<file path="config.mk">
export PLATFORM = sky130hd
export DESIGN_NAME = timer_ctrl
export DESIGN_NICKNAME = d
export VERILOG_FILES = /design/src/rtl/timer_ctrl_pkg.sv /design/src/rtl/timer_ctrl_counter.sv /design/src/rtl/timer_ctrl.sv
export SDC_FILE = /design/constraint.sdc
export NUM_CORES = 1
export LEC_CHECK = 0
export ABC_CLOCK_PERIOD_IN_PS = 2750
export CAP_MARGIN = 20
export CORE_ASPECT_RATIO = 1.2
export CORE_MARGIN = 4
export CORE_UTILIZATION = 35
export CTS_BUF_LIST = sky130_fd_sc_hd__clkbuf_2
export CTS_CLUSTER_DIAMETER = 30
export DETAILED_ROUTE_END_ITERATION = 16
export PLACE_DENSITY = 0.69
export SKIP_LAST_GASP = 1
export SLEW_MARGIN = 15
export SYNTH_ARGS = -nofsm -noshare
export SYNTH_HDL_FRONTEND = slang
export SYNTH_SLANG_ARGS = --single-unit
</file>
<file path="constraint.sdc">
create_clock -name clk -period 2.75 [get_ports clk]
set_input_delay 0.275 -clock clk [delete_from_list [all_inputs] [get_ports clk]]
set_output_delay 0.275 -clock clk [all_outputs]
set_load 0.01 [all_outputs]
</file>
<file path="src/rtl/timer_ctrl_pkg.sv">
// Shared timer definitions: FSM state encoding used by timer_ctrl.
// The guard allows this file to be pulled in more than once.
`ifndef TIMER_CTRL_PKG_SV
`define TIMER_CTRL_PKG_SV
package timer_ctrl_pkg;

  typedef enum logic [1:0] {
    IDLE = 2'b00,
    RUN  = 2'b01,
    HOLD = 2'b10
  } state_e;

endpackage
`endif

</file>
<file path="src/rtl/timer_ctrl_counter.sv">
// tc_counter: N-bit up counter with async active-low reset, synchronous clear
// (priority over enable) and count enable. Wraps modulo 2^N.
module tc_counter #(
  parameter int N = 4
) (
  input  logic         clk,
  input  logic         rst_n,
  input  logic         clr_i,
  input  logic         en_i,
  output logic [N-1:0] count_o
);

  // Count register: clear beats enable, otherwise hold.
  always_ff @(posedge clk or negedge rst_n) begin
    if (!rst_n) begin
      count_o <= '0;
    end else if (clr_i) begin
      count_o <= '0;
    end else if (en_i) begin
      count_o <= count_o + {{(N-1){1'b0}}, 1'b1};
    end else begin
      count_o <= count_o;
    end
  end

endmodule

</file>
<file path="src/rtl/timer_ctrl.sv">
// timer_ctrl: one-shot / auto-reload timer. FSM, limit/mode latches, terminal
// compare and the registered done/busy outputs; the count lives in tc_counter.
module timer_ctrl
  import timer_ctrl_pkg::*;
#(
  parameter int N = 4
) (
  input  logic         clk,
  input  logic         rst_n,
  input  logic         start,
  input  logic         stop,
  input  logic         periodic,
  input  logic [N-1:0] limit,
  output logic [N-1:0] count,
  output logic         busy,
  output logic         done
);

  state_e         state_q, state_d;
  logic [N-1:0]   lim_q, lim_d;
  logic           per_q, per_d;
  logic           done_q, done_d;
  logic           busy_q;
  logic           cnt_clr;
  logic           cnt_en;
  logic           at_limit;

  assign at_limit = (count == lim_q);
  assign busy     = busy_q;
  assign done     = done_q;

  tc_counter #(.N(N)) u_counter (
    .clk     (clk),
    .rst_n   (rst_n),
    .clr_i   (cnt_clr),
    .en_i    (cnt_en),
    .count_o (count)
  );

  // Next-state, latch and counter-control decode; stop always beats start.
  always_comb begin
    state_d = state_q;
    lim_d   = lim_q;
    per_d   = per_q;
    done_d  = 1'b0;
    cnt_clr = 1'b0;
    cnt_en  = 1'b0;
    case (state_q)
      IDLE: begin
        cnt_clr = 1'b1;
        if (start && !stop) begin
          lim_d   = limit;
          per_d   = periodic;
          state_d = RUN;
        end else begin
          state_d = IDLE;
        end
      end
      RUN: begin
        if (stop) begin
          cnt_clr = 1'b1;
          state_d = IDLE;
        end else if (at_limit) begin
          done_d = 1'b1;
          if (per_q) begin
            cnt_clr = 1'b1;
            state_d = RUN;
          end else begin
            state_d = HOLD;
          end
        end else begin
          cnt_en = 1'b1;
        end
      end
      HOLD: begin
        if (stop) begin
          cnt_clr = 1'b1;
          state_d = IDLE;
        end else if (start) begin
          lim_d   = limit;
          per_d   = periodic;
          cnt_clr = 1'b1;
          state_d = RUN;
        end else begin
          state_d = HOLD;
        end
      end
      default: begin
        cnt_clr = 1'b1;
        state_d = IDLE;
      end
    endcase
  end

  // State, latches and registered outputs; busy mirrors the state being entered.
  always_ff @(posedge clk or negedge rst_n) begin
    if (!rst_n) begin
      state_q <= IDLE;
      lim_q   <= '0;
      per_q   <= 1'b0;
      done_q  <= 1'b0;
      busy_q  <= 1'b0;
    end else begin
      state_q <= state_d;
      lim_q   <= lim_d;
      per_q   <= per_d;
      done_q  <= done_d;
      busy_q  <= (state_d == RUN);
    end
  end

endmodule

</file>
==> metrics.yaml <==
status: "finished clean"
drc: 0
setup_viol: 0
dp.cells: 94
ant_nets: 0
worstSetupPathType: "reg -> reg"
avgRoutedWirePerCell_microns: 12.8
ys_seq_area_share_pct: 46.0
p_seq_share_pct: 55.2
synthCells: 62
synth_area_leaders: "dfrtp_1 (46%), ha_1 (8.8%), mux2_2 (8.0%), xnor2_1 (6.2%), nor2_1 (3.2%)"
switching_power_uw: 111
maxSlewHeadroom_pct: 61.1
synthArstFlopShare_pct: 100
ys_types: 27
yosys.area.top_type: "dfrtp_1"
finalCriticalPeriod_ps: 1780
max_cap_violations: 0
cts_buffers: 3
clock.fmax_mhz: 561
place_area_sq_um: 860
pwr-share-comb_pct: 20.6
firstDrtPassIters: 2
worstHoldPathType: "in -> async"
cts_hold_buf: 0
portBuffers: 14
cp-end-kind: "flop"
finalHoldViolCount: 0
avgViaCountPerCell: 5.19
initialDrtViolationCount: 2
die_area_sq_um: 2810
rows: 17
grt_usage_pct: 9.73
antenna_cells: 0
initial_core_util_pct: 37.8
grt_pass1_vias: 503
final_area_sq_um: 880
switching_share_pct: 27.2
cts_sinks: 13
pin_count: 15
core_sq_um: 1870
tns_ps: 0
clockRootBuffer: "clkbuf_2"
tightest_slew_ps: 581
required_ps: 2900
nNetsFinal: 94
peakVddDrop_mv: 0.364
critical-path-max-stage-delay_ps: 510
p_int_uw: 297
netlist_area_sq_um: 707
layout_commonest_cell: "clkdlybuf4s50_1"
ctsResizeCount: 0
syn_nets: 76
syn_avg_cell_area_sq_um: 11.4
ys_warn_count: 0
r2r-start: "state_q[0]"
yosysTopAreaCellShare_pct: 46.0
utilization_pct: 47.0
hpwl_microns: 1030
power_per_cell_area_nw_per_um2: 464
rsz0062_at_grt: "no"
slew_violations: 0
synthFlopType: "dfrtp_1"
slowest_stage: "o211ai_1"
wirelength_microns: 1260
tritoncts: "yes"
clockBufferDepth: 2
die_width_microns: 49.0
crit_start: "state_q[0]"
synth_edf_count: 0
stdcell_count: 98
p_leak_uw: 0.000373
num-fill-cells: 186
crit_chain: "inv_1 -> ha_1 -> o211ai_1 -> nor2_1 -> or3_1"
grt_max_degree: 14
postCtsSetupRepairBufs: 0
crit_family: "compound AO/OA/AOI/OAI gates"
grt_antenna_before_repair: 0
start_kind: "flop"
htree_levels: 1
clkPwrFrac_pct: 24.1
grt_first_pass_wirelength_microns: 2130
areaGrowthSynthToFinish_pct: 24.4
ys_seq_elements: 13
gp_congestion: 0.781
die_y_microns: 57.2
clk_latency_ps: 260
final_cell_mix: "clkdlybuf4s50_1 (14), dfrtp_1 (13), nor2_1 (6)"
grt_overflow_total: 0
cp.arrival_ps: 1930
crit_path_max_fanout: 6
clk_pin_slew_ps: 120
whs_ps: 362
final_layout_size_suffix_gt1_share_pct: 12.7
clock-skew-final_ps: 0.556
worst-path-buf-inv: 1
finalCritPeriodShare_pct: 64.8
vias: 509
[final timing paths]
check	endpoint	slack [ps]	cells past startpoint
max	state_q[0]	970	5
min	lim_q[0]	360	1
max reg2reg	state_q[0]	970	5
min reg2reg	lim_q[3]	550	1
max in group asynchronous	done	2020	1
min in group clk	lim_q[3]	550	1
[metal layers]
metal  track usage [%]  part of all wire, %
met5                 0                    0
met3              1.57                  3.7
met2              16.8                   51
met4              6.92                  2.9
met1              10.7                   42
[final cells by class]
class	count	area [sq um]	area share, %
Timing Repair Buffer	14	140	15.9
Sequential cell	13	325	37.0
Clock buffer	4	20.0	2.28
Multi-Input combinational cell	45	359	40.8
Tap cell	19	23.8	2.70
Inverter	3	11.3	1.28
[power by group through the flow]
stage | Combinational [uW] | Sequential, uW | Clock, uW
CTS | 85.2 | 225 | 102
finish | 84.2 | 225 | 98.4
detailed placement | 84.8 | 229 | 0
floorplan | 59.2 | 227 | 0
global route | 93.6 | 228 | 111
global placement | 82.9 | 229 | 0
[kinds of logic (layout without fill, tap and decap cells)]
logic type | Yosys count | after routing | synth area share [%]
XOR/XNOR | 5 | 5 | 6.19
flip-flops | 13 | 13 | 46.0
buffers and inverters | 4 | 21 | 3.19
adder cells (fa/ha/maj) | 5 | 5 | 8.85
AO/OA/AOI/OAI | 10 | 10 | 11.2
multiplexers | 6 | 6 | 9.38
AND/OR/NAND/NOR | 19 | 19 | 15.2
[per-stage QoR]
step / power (uW) / worst slack [ps]
floorplan: 286 / 1170
global placement: 312 / 981
detailed placement: 314 / 913
CTS: 413 / 942
global route: 432 / 795
finish: 408 / 969
[synth_stat cells, types with 2 or more instances]
master / number
ha_1: 5
nor2b_1: 2
a41oi_1: 2
a21oi_1: 2
nor2_1: 6
inv_1: 3
mux2_2: 5
xnor2_1: 5
dfrtp_1: 13
nand3b_1: 2
[state kept, by name, summed over array words and instances, names as in the netlist]
register,flops
lim_q,4
u_counter.count_o,4
state_q,2
busy,1
done,1
per_q,1
No activity file was read; power rests on OpenSTA's default activity.
